<file path="config.mk">
export PLATFORM = sky130hd
export DESIGN_NAME = sensor_input_conditioner
export DESIGN_NICKNAME = d
export VERILOG_FILES = /design/src/rtl/sensor_input_conditioner_pkg.sv /design/src/rtl/sensor_input_conditioner_debounce_channel.sv /design/src/rtl/sensor_input_conditioner.sv
export SDC_FILE = /design/constraint.sdc
export NUM_CORES = 1
export LEC_CHECK = 0
export ABC_AREA = 0
export CAP_MARGIN = 40
export CORE_MARGIN = 4
export CORE_UTILIZATION = 60
export DETAILED_ROUTE_END_ITERATION = 6
export PLACE_DENSITY = 0.86
export SLEW_MARGIN = 40
export SYNTH_ARGS = -nofsm -noshare
export SYNTH_HDL_FRONTEND = slang
export SYNTH_SLANG_ARGS = --single-unit
</file>
<file path="constraint.sdc">
create_clock -name clock -period 3.7 [get_ports clock]
set_input_delay 0.37 -clock clock [delete_from_list [all_inputs] [get_ports clock]]
set_output_delay 0.37 -clock clock [all_outputs]
set_load 0.05 [all_outputs]
</file>
<file path="src/rtl/sensor_input_conditioner_pkg.sv">
// Shared definitions for the panel switch input conditioner: channel bit order,
// debounce defaults and the water-level plausibility rule.
package sensor_input_conditioner_pkg;

    localparam int unsigned NUM_CHANNELS = 6;

    localparam int unsigned CH_LOW_WATER  = 0;
    localparam int unsigned CH_MID_WATER  = 1;
    localparam int unsigned CH_HIGH_WATER = 2;
    localparam int unsigned CH_EARTH_HUM  = 3;
    localparam int unsigned CH_AIR_HUM    = 4;
    localparam int unsigned CH_LOW_TEMP   = 5;

    localparam int unsigned DEFAULT_STABLE_TICKS = 4;
    localparam int unsigned DEFAULT_CNT_W        = 3;

    // Water sensors must read as a thermometer code: high implies mid implies low.
    function automatic logic water_plausible(input logic low, input logic mid, input logic high);
        return !((high && !mid) || (mid && !low) || (high && !low));
    endfunction

endpackage

</file>
<file path="src/rtl/sensor_input_conditioner_debounce_channel.sv">
// One debounced switch bit: two-flop synchroniser, tick-counted stability counter,
// clean level register and one-cycle change pulse.
module debounce_channel
    import sensor_input_conditioner_pkg::*;
#(
    parameter int unsigned STABLE_TICKS = DEFAULT_STABLE_TICKS,
    parameter int unsigned CNT_W        = DEFAULT_CNT_W
) (
    input  logic clock,
    input  logic reset,
    input  logic sample_tick,
    input  logic raw,
    output logic clean,
    output logic pulse,
    output logic clean_next,
    output logic pulse_next,
    output logic idle_next
);

    localparam logic [CNT_W-1:0] LastCount = CNT_W'(STABLE_TICKS - 1);

    logic             sync1_q, sync2_q;
    logic             clean_q, clean_d;
    logic             pulse_q, pulse_d;
    logic [CNT_W-1:0] cnt_q, cnt_d;

    always_comb begin
        clean_d = clean_q;
        cnt_d   = cnt_q;
        pulse_d = 1'b0;
        if (sync2_q == clean_q) begin
            // Any bounce back to the accepted level restarts the count.
            cnt_d = '0;
        end else if (sample_tick) begin
            if (cnt_q == LastCount) begin
                clean_d = sync2_q;
                cnt_d   = '0;
                pulse_d = 1'b1;
            end else begin
                cnt_d = cnt_q + CNT_W'(1);
            end
        end
    end

    always_ff @(posedge clock) begin
        if (reset) begin
            sync1_q <= 1'b0;
            sync2_q <= 1'b0;
            clean_q <= 1'b0;
            pulse_q <= 1'b0;
            cnt_q   <= '0;
        end else begin
            sync1_q <= raw;
            sync2_q <= sync1_q;
            clean_q <= clean_d;
            pulse_q <= pulse_d;
            cnt_q   <= cnt_d;
        end
    end

    assign clean      = clean_q;
    assign pulse      = pulse_q;
    assign clean_next = clean_d;
    assign pulse_next = pulse_d;
    // sync1_q is the next value of sync2_q.
    assign idle_next  = (sync1_q == clean_d) && (cnt_d == '0);

endmodule

</file>
<file path="src/rtl/sensor_input_conditioner.sv">
// Conditions the six raw panel switches: per-channel debounce plus the shared
// change, settled and water-level plausibility flags.
module sensor_input_conditioner
    import sensor_input_conditioner_pkg::*;
#(
    parameter int unsigned CHANNELS     = NUM_CHANNELS,
    parameter int unsigned STABLE_TICKS = DEFAULT_STABLE_TICKS,
    parameter int unsigned CNT_W        = DEFAULT_CNT_W
) (
    input  logic                clock,
    input  logic                reset,
    input  logic                sample_tick,
    input  logic [CHANNELS-1:0] raw_in,
    output logic [CHANNELS-1:0] clean_out,
    output logic [CHANNELS-1:0] change_pulse,
    output logic                any_change,
    output logic                settled,
    output logic                level_plausible
);

    logic [CHANNELS-1:0] clean_next;
    logic [CHANNELS-1:0] pulse_next;
    logic [CHANNELS-1:0] idle_next;
    logic                any_change_q;
    logic                settled_q;
    logic                plausible_q;

    for (genvar i = 0; i < CHANNELS; i++) begin : g_ch
        debounce_channel #(
            .STABLE_TICKS(STABLE_TICKS),
            .CNT_W       (CNT_W)
        ) u_ch (
            .clock      (clock),
            .reset      (reset),
            .sample_tick(sample_tick),
            .raw        (raw_in[i]),
            .clean      (clean_out[i]),
            .pulse      (change_pulse[i]),
            .clean_next (clean_next[i]),
            .pulse_next (pulse_next[i]),
            .idle_next  (idle_next[i])
        );
    end

    // Flags are registered from next-state values so they line up with clean_out.
    always_ff @(posedge clock) begin
        if (reset) begin
            any_change_q <= 1'b0;
            settled_q    <= 1'b1;
            plausible_q  <= 1'b1;
        end else begin
            any_change_q <= |pulse_next;
            settled_q    <= &idle_next;
            plausible_q  <= water_plausible(clean_next[CH_LOW_WATER],
                                            clean_next[CH_MID_WATER],
                                            clean_next[CH_HIGH_WATER]);
        end
    end

    assign any_change      = any_change_q;
    assign settled         = settled_q;
    assign level_plausible = plausible_q;

endmodule

</file>
==> summary.md, run 1 <==
| Metric | Value |
|---|---|
| Status | `complete, no violations` |
| M1 wire length | `between 1500 and 2000 microns` |
| Crit. End Element | `primary output` |
| Fin Clk Skew | `3.53 ps` |
| Final setup fails | `0` |
| Static Leak | `roughly 0.96 nW` |
| Pwr per Cell Area | `350 nW/um^2` |
| Post-synth EDFFs | `0` |
| Final slew viol count | `0` |
| Antenna violations before repair | `0` |
| CTS tree | `done` |
| I/O Buffers | `23` |
| CTS-repair resized insts | `0` |
| Ys flop type | `dfxtp_1` |
| Register area share after synthesis | `40.3%` |
| First-pass GRT wire length | `approximately 7000 microns` |
| Detail Placement HPWL | `between 3000 and 4000 microns` |
| Commonest non-fill, non-tap cell in the layout | `dfxtp_1` |
| Final Hold Viols | `0` |
| Synth unique cells | `50` |
| Leading cell types in the layout, fill and taps excluded | `45 x dfxtp_1, 21 x clkdlybuf4s50_1, 19 x nor2b_1` |
| Hold-fix buffer count after cts | `0` |
| Top sig layer | `met4` |
| Final #Nets | `259` |
| CP peak stage delay | `840 ps` |
| Setup TNS | `0 ps` |
| Finished Core Util | `70.8%` |
| Iteration-0 DRC Markers | `135` |
| FFs w/ async S/R, synth | `0%` |
| Slowest-stage cell, CP | `clkdlybuf4s50_1` |
| Clock-pin slew on the worst setup and hold paths | `about 80 ps` |
| Post-synthesis register bit count | `45` |
| HP Class | `reg -> reg` |
| Post-Syn Area per Cell | `~9.6 sq um` |
| Total inserted antenna cells | `0` |
| DP Worst Slack | `~1100 ps` |
| Fmax | `roughly 510 MHz` |
| Worst vdd ir | `0.255 mV` |
| RSZ-0062 raised after global routing | `false` |
| CTS H-tree lvls | `2` |
| Setup ws final | `1740 ps` |
| Crit share post-route | `52.9%` |
| Inst Count DP | `between 200 and 300` |
| Wirelength per Cell | `14.1 microns` |
| Crit path cell chain | `clkdlybuf4s50_1` |
| Crit Path Class | `reg -> out` |
| Post-Syn Area | `~2200 sq um` |
| Area grow syn2layout | `9.79%` |
| Core area | `3470 sq um` |
| Yosys top cell area share | `40.3%` |
| Skew-Pair Late Insertion Delay | `300 ps` |
| Tot Pwr | `0.000860 W` |
| Detailed Route WL | `around 4100 microns` |
| Die width | `69.0 microns` |
| MaxCap Viol Count | `0` |
| Max_slew headroom | `between 60% and 70%` |
| Largest net degree at the start of global routing | `28` |
| Critical Path Fanout Max | `6` |
| Synth Warn # | `0` |
| Share of layout cells above drive strength 1 | `between 10% and 20%` |
| Clock sinks | `45` |
| Top cells by area, synth | `dfxtp_1 40%, nor2b_1 5.3%, buf_4 4.0%` |
| Worst EP required | `3330 ps` |
| Layout Cells excl Fill | `291` |
| I/O pin count | `24` |
| Vias in the first global route | `1538` |
| Die Ht | `69.0 microns` |
| Root buf cell | `clkbuf_8` |
| Least-Margin Pin Slew | `513 ps` |
| Buf+Inv Stages, Crit Path | `1` |
| Via-per-instance ratio | `5.59` |
| CP arrival | `1590 ps` |
| DIE AREA | `roughly 4800 sq um` |
| Gpl congestion | `0.827` |
| Total gr overflow | `0` |
| Pre-antenna DRT Iters | `4` |
| Cell row count | `21` |
| Clock buffer depth | `2` |
| Postcts setup bufs | `0` |
| # DRC | `0` |
| Post-Synthesis Net Count | `roughly 250` |
| CP top delay family | `buffers and inverters` |
| Biggest area consumer among synthesized cells | `dfxtp_1` |
| Initial core utilization | `64.5%` |
| DR WL met3 | `159 microns` |
| Met2 WL | `around 1900 microns` |
| Final min period | `1960 ps` |
| Crit start category | `flip-flop` |
| Post-route ant nets | `0` |
| TritonCTS buffer count | `5` |
| Gr usage total | `17.9%` |
| Gate Count Post-Synth | `233` |
| Total number of vias | `around 1600` |
==> cell usage after synthesis, types with 3 or more instances <==
master    number
dfxtp_1       45
nor2b_1       19
nor2_1        18
buf_4         12
nand2_1       11
nand3b_1      11
nor3_1        10
nand2b_1       9
nand3_1        7
ha_1           6
xnor2_1        6
xor2_1         6
a21oi_1        5
clkbuf_1       5
mux2i_1        5
inv_1          3
mux2_2         3
nor3b_1        3
nor4_1         3
o21ai_0        3
==> kinds of logic after synthesis <==
group	Yosys count	synth area share, %
mux	9	4.36
compound gates	30	10.4
buf+inv	25	7.72
fa+ha+maj	6	3.36
xor+xnor	12	4.70
simple gates	106	29.2
flops	45	40.3
==> report_power, final <==
group | switching (W) | internal [W] | leakage, nW
Sequential | 0.00000877 | 0.000492 | 0.366
Clock | 0.000160 | 0.000134 | 0.0395
Combinational | 0.0000347 | 0.0000306 | 0.551
Total | 0.000203 | 0.000657 | 0.956
==> per-layer routing <==
layer	vias up	GRT usage (%)
met5	-	0
met4	0	5.86
met3	7	5.38
met2	29	28.7
met1	763	23.0
li1	829	-
==> cell type report <==
| cell class | instances | area, sq um |
|---|---|---|
| Inverter | 3 | 11.3 |
| Sequential cell | 45 | 901 |
| Clock buffer | 8 | 80.1 |
| Timing Repair Buffer | 26 | 243 |
| Fill cell | 277 | 1010 |
| Tap cell | 46 | 57.6 |
| Multi-Input combinational cell | 163 | 1160 |
==> registers in the layout (all words and copies together) (netlist names) <==
| name | cells |
|---|---|
| g_ch.u_ch.clean | 6 |
| g_ch.u_ch.pulse | 6 |
| settled | 1 |
| g_ch.u_ch.sync1_q | 6 |
| any_change | 1 |
| g_ch.u_ch.cnt_q | 18 |
| level_plausible | 1 |
| g_ch.u_ch.sync2_q | 6 |
==> final timing paths <==
kind / cells past startpoint / slack, ps / end / start
max: 1 / 1740 / clean_out[1] / g_ch[1].u_ch.clean$_SDFF_PP0_
min reg2reg: 1 / 460 / g_ch[1].u_ch.pulse$_SDFF_PP0_ / g_ch[1].u_ch.cnt_q[2]$_SDFF_PP0_
min: 1 / 460 / g_ch[1].u_ch.pulse$_SDFF_PP0_ / g_ch[1].u_ch.cnt_q[2]$_SDFF_PP0_
max reg2reg: 6 / 1940 / settled$_SDFF_PP1_ / g_ch[3].u_ch.cnt_q[0]$_SDFF_PP0_
==> metrics by stage <==
step                hold slack [ps]  instance area [sq um]
finish                          460                   2450
global route                    490                   2450
CTS                             468                   2460
detailed placement              454                   2380
global placement                453                   2380
floorplan                       424                   2240
(Power assumes the default switching activity.)
==> run 2: changes to the inputs <==
--- a/config.mk
+++ b/config.mk
@@ -8,9 +8,9 @@
 export ABC_AREA = 0
 export CAP_MARGIN = 40
 export CORE_MARGIN = 4
-export CORE_UTILIZATION = 60
+export CORE_UTILIZATION = 50
 export DETAILED_ROUTE_END_ITERATION = 6
-export PLACE_DENSITY = 0.86
+export PLACE_DENSITY = 0.77
 export SLEW_MARGIN = 40
 export SYNTH_ARGS = -nofsm -noshare
 export SYNTH_HDL_FRONTEND = slang
==> constraint.sdc (replaced) <==
create_clock -name clock -period 1.6 [get_ports clock]
set_input_delay 0.16 -clock clock [delete_from_list [all_inputs] [get_ports clock]]
set_output_delay 0.16 -clock clock [all_outputs]
set_load 0.05 [all_outputs]
==> run 2 against run 1 <==
Effect of this change:
- combinational power increased to 2.9 times the previous value
- first-iteration DRC count decreased by 20%
- die area increased by 18%
- critical path depth increased by 5
- global-route usage increased by 0.43 points
- sequential cell count unchanged
- utilization decreased by 6.0 points
- non-clock buffer count increased by 34
- wire length increased by 18%
- clock-buffer cell count decreased by 1
- clock power increased to 2.6 times the previous value
- critical endpoint is now settled$_SDFF_PP1_
- largest cell class unchanged
- highest routed layer unchanged
==> summary.md, run 2 (same netlist as run 1, synthesis figures left out) <==
| Metric | Value |
|---|---|
| Setup TNS | `0 ps` |
| Cell row count | `24` |
| Antenna violations before repair | `0` |
| Clock sinks | `45` |
| Crit Path Class | `reg -> reg` |
| Total number of vias | `approximately 1800` |
| Static Leak | `1.19 nW` |
| Placed Area | `~2600 sq um` |
| Die width | `between 70 and 80 microns` |
| Final Cell Area | `~2800 sq um` |
| RSZ-0062 raised after global routing | `true` |
| Total gr overflow | `0` |
| Final setup fails | `0` |
| Commonest non-fill, non-tap cell in the layout | `buf_4` |
| Crit share post-route | `96.5%` |
| First-pass GRT wire length | `7850 microns` |
| Gr usage total | `18.4%` |
| Max reg flops | `18` |
| Root buf cell | `clkbuf_8` |
| Clock-pin slew on the worst setup and hold paths | `80 ps` |
| MaxCap Viol Count | `0` |
| Share of layout cells above drive strength 1 | `32.3%` |
| Skew-Pair Late Insertion Delay | `300 ps` |
| CP arrival | `1740 ps` |
| Largest net degree at the start of global routing | `43` |
| Fmax | `647 MHz` |
| Finished Core Util | `64.8%` |
| Worst EP required | `1800 ps` |
| Detail Placement HPWL | `between 3000 and 4000 microns` |
| DIE AREA | `about 5600 sq um` |
| Crit. End Element | `flip-flop` |
| Wirelength per Cell | `14.5 microns` |
| CTS H-tree lvls | `2` |
| Clock buffer depth | `2` |
| Die Ht | `74.9 microns` |
| Worst vdd ir | `about 0.60 mV` |
| Iteration-0 DRC Markers | `108` |
| Area grow syn2layout | `26.2%` |
| Top reg by flops | `g_ch.u_ch.cnt_q` |
| Status | `complete, no violations` |
| # DRC | `0` |
| Worst hold slack | `409 ps` |
| Gpl congestion | `between 0.7 and 0.8` |
| Pre-antenna DRT Iters | `4` |
| Total inserted antenna cells | `0` |
| Pwr per Cell Area | `751 nW/um^2` |
| Least-Margin Pin Slew | `341 ps` |
| Initial core utilization | `51.4%` |
| I/O pin count | `24` |
| Core area | `about 4400 sq um` |
| Critical Path Fanout Max | `4` |
| Max_slew headroom | `77.2%` |
| Final Hold Viols | `0` |
| Final slew viol count | `0` |
| Detailed Route WL | `4820 microns` |
| Via-per-instance ratio | `between 5 and 6` |
| CTS tree | `done` |
| Crit start category | `flip-flop` |
| Post-route ant nets | `0` |
| Vias in the first global route | `1710` |
| HP Class | `in -> reg` |
| TritonCTS buffer count | `5` |
| I/O Buffers | `23` |
| Leading cell types in the layout, fill and taps excluded | `49 x buf_4, 41 x dfxtp_1, 19 x nor2b_1` |
| Fin Clk Skew | `9.91 ps` |
| Final #Nets | `293` |
| Final min period | `~1500 ps` |
-- run 2: worst paths after layout --
path | start | to | slack [ps] | cells past startpoint
worst min register to register | g_ch[5].u_ch.cnt_q[2]$_SDFF_PP0_ | g_ch[5].u_ch.cnt_q[2]$_SDFF_PP0_ | 460 | 2
worst min-delay path | raw_in[0] | g_ch[0].u_ch.sync1_q$_SDFF_PP0_ | 410 | 2
worst max-delay path | g_ch[1].u_ch.cnt_q[0]$_SDFF_PP0_ | settled$_SDFF_PP1_ | 60 | 6
worst max register to register | g_ch[1].u_ch.cnt_q[0]$_SDFF_PP0_ | settled$_SDFF_PP1_ | 60 | 6
-- run 2: critical path, stage by stage, from the launching register on --
cell	delay [ps]
dfxtp_1	330
ha_1	230
and3b_2	240
buf_4	140
o221ai_1	150
o21ai_1	120
a41o_1	230
-- run 2: what timing repair did --
item / 4_1_cts / 5_1_grt
setup endpoints to repair: 2 / 2
setup buffers: 0 / 0
gates resized for setup: 3 / 15
cloned: 0 / 1
hold buffers: 0 / 0
pin swaps: 0 / 1
-- run 2: metal layers --
metal	GRT usage, %	vias to the layer above	part of all wire, %
met5	0	-	0
met1	23.2	831	44
met4	8.30	0	2.1
met3	4.14	10	3.1
met2	29.9	32	50
li1	-	893	-
-- run 2: final cells by class --
class                           instances  area (sq um)
Fill cell                             360          1530
Tap cell                               52          65.1
Timing Repair Buffer                   60           515
Inverter                                3          11.3
Clock inverter                          1          5.00
Clock buffer                            7          96.3
Sequential cell                        45           906
Multi-Input combinational cell        163          1220
-- run 2: per-stage QoR --
stage | cells | setup slack (ps) | power, W
final | 331 | 55.3 | 0.00212
after global routing | 331 | -23.5 | 0.00221
after CTS | 330 | -5.87 | 0.00214
after detailed placement | 322 | -285 | 0.00136
after global placement | 322 | -249 | 0.00136
after floorplan | 233 | 17.5 | 0.00130
-- run 2: where the power goes --
group	leakage (nW)	switching (W)	internal, W
Clock	0.0542	0.000380	0.000391
Sequential	0.368	0.0000219	0.00114
Combinational	0.769	0.0000900	0.0000997
Total	1.19	0.000492	0.00163
==> run 3: changes to the inputs <==
--- a/config.mk
+++ b/config.mk
@@ -5,11 +5,10 @@
 export SDC_FILE = /design/constraint.sdc
 export NUM_CORES = 1
 export LEC_CHECK = 0
-export ABC_AREA = 0
 export CAP_MARGIN = 40
-export CORE_MARGIN = 4
 export CORE_UTILIZATION = 50
 export DETAILED_ROUTE_END_ITERATION = 6
+export MAX_ROUTING_LAYER = met4
 export PLACE_DENSITY = 0.77
 export SLEW_MARGIN = 40
 export SYNTH_ARGS = -nofsm -noshare
==> run 3 against run 2 <==
Effect of this change:
- wire length is 2.5% lower
- clock-buffer cell count is 1 lower
- setup slack gained 13 ps
- maximum frequency increased by 0.84%
- utilization rose by 2.1 points
- global-route usage is 3.0 points higher
- first-iteration DRC count down 38%
- register-to-register slack barely moved
- critical path type unchanged
- largest cell class unchanged
==> summary.md, run 3 (same netlist as run 1, synthesis figures left out) <==
| Metric | Value |
|---|---|
| Status | `complete, no violations` |
| Gpl congestion | `0.813` |
| Clock-pin slew on the worst setup and hold paths | `80 ps` |
| Worst EP required | `around 1800 ps` |
| Slowest-stage cell, CP | `dfxtp_2` |
| Finished Core Util | `66.9%` |
| Hold worst-path end | `g_ch[3].u_ch.sync1_q$_SDFF_PP0_` |
| Hold-fix buffer count after cts | `0` |
| Tot Pwr | `0.00202 W` |
| Worst vdd ir | `0.613 mV` |
| Share of layout cells above drive strength 1 | `33.2%` |
| I/O Buffers | `23` |
| Setup TNS | `0 ps` |
| MaxCap Viol Count | `0` |
| Critical path launch point | `g_ch[1].u_ch.cnt_q[0]$_SDFF_PP0_` |
| # DRC | `0` |
| M1 wire length | `2040 microns` |
| Vias in the first global route | `1575` |
| Clock sinks | `45` |
| Total inserted antenna cells | `0` |
| Commonest non-fill, non-tap cell in the layout | `buf_4` |
| Worst hold slack | `414 ps` |
| Clock Power Share | `33.2%` |
| Met2 WL | `roughly 2400 microns` |
| I/O pin count | `24` |
| Switching Fraction | `23.7%` |
| Core area | `4140 sq um` |
| Buf+Inv Stages, Crit Path | `0` |
| FF-to-FF path depth | `6` |
| Total number of vias | `1778` |
| DIE AREA | `4740 sq um` |
| Final setup fails | `0` |
| Gr usage total | `21.4%` |
| Pre-antenna DRT Iters | `4` |
| Crit share post-route | `about 96%` |
| HP Class | `in -> reg` |
| CP peak stage delay | `about 340 ps` |
| Skew-Pair Late Insertion Delay | `roughly 300 ps` |
| Crit path cell chain | `ha_2 -> and3b_2 -> a22oi_2 -> nand3_2 -> nor4_2 -> a41o_1` |
| Final slew viol count | `0` |
| Sequential power share | `57.5%` |
| CP arrival | `1770 ps` |
| Critical Path Stages | `6` |
| Net Sw Power | `approximately 0.00048 W` |
| Post-route ant nets | `0` |
| Wirelength per Cell | `14.5 microns` |
| Root buf cell | `clkbuf_8` |
| Int Power | `between 0.0015 and 0.002 W` |
| CTS H-tree lvls | `2` |
| Critical Path Fanout Max | `5` |
| Setup ws final | `68.1 ps` |
| TritonCTS buffer count | `5` |
| Via-per-instance ratio | `5.49` |
| Hold Crit Start | `raw_in[3]` |
| Fin Clk Skew | `about 9 ps` |
| R2R Path Start | `g_ch[1].u_ch.cnt_q[0]$_SDFF_PP0_` |
| Worst Hold Path Cells | `2` |
| Clock buffer depth | `2` |
| CP top delay family | `simple AND/OR/NAND/NOR gates` |
| Crit. End Element | `flip-flop` |
| Die Ht | `68.9 microns` |
| Fmax | `653 MHz` |
| First-pass GRT wire length | `7180 microns` |
| Worst reg2reg path endpoint | `settled$_SDFF_PP1_` |
| Final min period | `1530 ps` |
| Final #Nets | `~290` |
| Area grow syn2layout | `24.0%` |
| Die width | `68.9 microns` |
| Initial core utilization | `54.0%` |
| Total gr overflow | `0` |
| Reg2reg setup slack | `around 68 ps` |
| Max reg flops | `18` |
| Iteration-0 DRC Markers | `67` |
| Antenna violations before repair | `0` |
| Final Hold Viols | `0` |
| Leading cell types in the layout, fill and taps excluded | `44 x buf_4, 39 x dfxtp_1, 19 x nor2b_1` |
| DP Worst Slack | `-273 ps` |
| Largest net degree at the start of global routing | `43` |
| DR WL met3 | `around 190 microns` |
| Pwr per Cell Area | `728 nW/um^2` |
| Top sig layer | `met4` |
| Detailed Route WL | `between 4000 and 5000 microns` |
| Detail Placement HPWL | `3200 microns` |
| Least-Margin Pin Slew | `355 ps` |
| Cell row count | `23` |
| Crit start category | `flip-flop` |
| Top reg by flops | `g_ch.u_ch.cnt_q` |
| CTS tree | `done` |
| Static Leak | `1.15 nW` |
| Crit Path Class | `reg -> reg` |
| Combinational fraction of design power | `9.3%` |
| Max_slew headroom | `76.0%` |
-- run 3: power groups by stage --
stage	Sequential, W	Clock [W]	Combinational [W]
after floorplan	0.00119	0	0.000111
after global placement	0.00118	0	0.000172
after detailed placement	0.00119	0	0.000175
after CTS	0.00116	0.000688	0.000176
after global routing	0.00116	0.000741	0.000200
final	0.00116	0.000669	0.000187
-- run 3: worst max-delay path by stage --
| stage | endpoint | slack, ps |
|---|---|---|
| 2_1_floorplan | settled$_SDFF_PP1_ | 20 |
| 3_3_place_gp | settled$_SDFF_PP1_ | -240 |
| 3_5_place_dp | settled$_SDFF_PP1_ | -270 |
| 4_1_cts | settled$_SDFF_PP1_ | 20 |
| 5_1_grt | settled$_SDFF_PP1_ | -40 |
| 6_report | settled$_SDFF_PP1_ | 70 |
-- run 3: area by class of cell --
cell class | count | area, sq um
Timing Repair Buffer | 55 | 478
Clock buffer | 6 | 72.6
Tap cell | 50 | 62.6
Inverter | 3 | 11.3
Clock inverter | 2 | 10.0
Multi-Input combinational cell | 163 | 1230
Sequential cell | 45 | 908
Fill cell | 335 | 1370
-- run 3: timing repair --
item | CTS | global route
pin swaps | 0 | 5
resized for setup | 2 | 22
endpoints found under the setup margin | 1 | 3
setup buffers | 0 | 0
gates cloned | 0 | 1
-- run 3: per-stage QoR --
stage,instance area [sq um],instances
final,2770,324
after global routing,2770,324
after CTS,2670,323
after detailed placement,2590,315
after global placement,2590,315
after floorplan,2240,233
-- run 3: layer usage --
layer  up-vias  global-route usage [%]
met5         -                       -
met4         0                    7.65
met3         8                    5.10
met2        46                    34.5
met1       841                    25.9
li1        883                       -
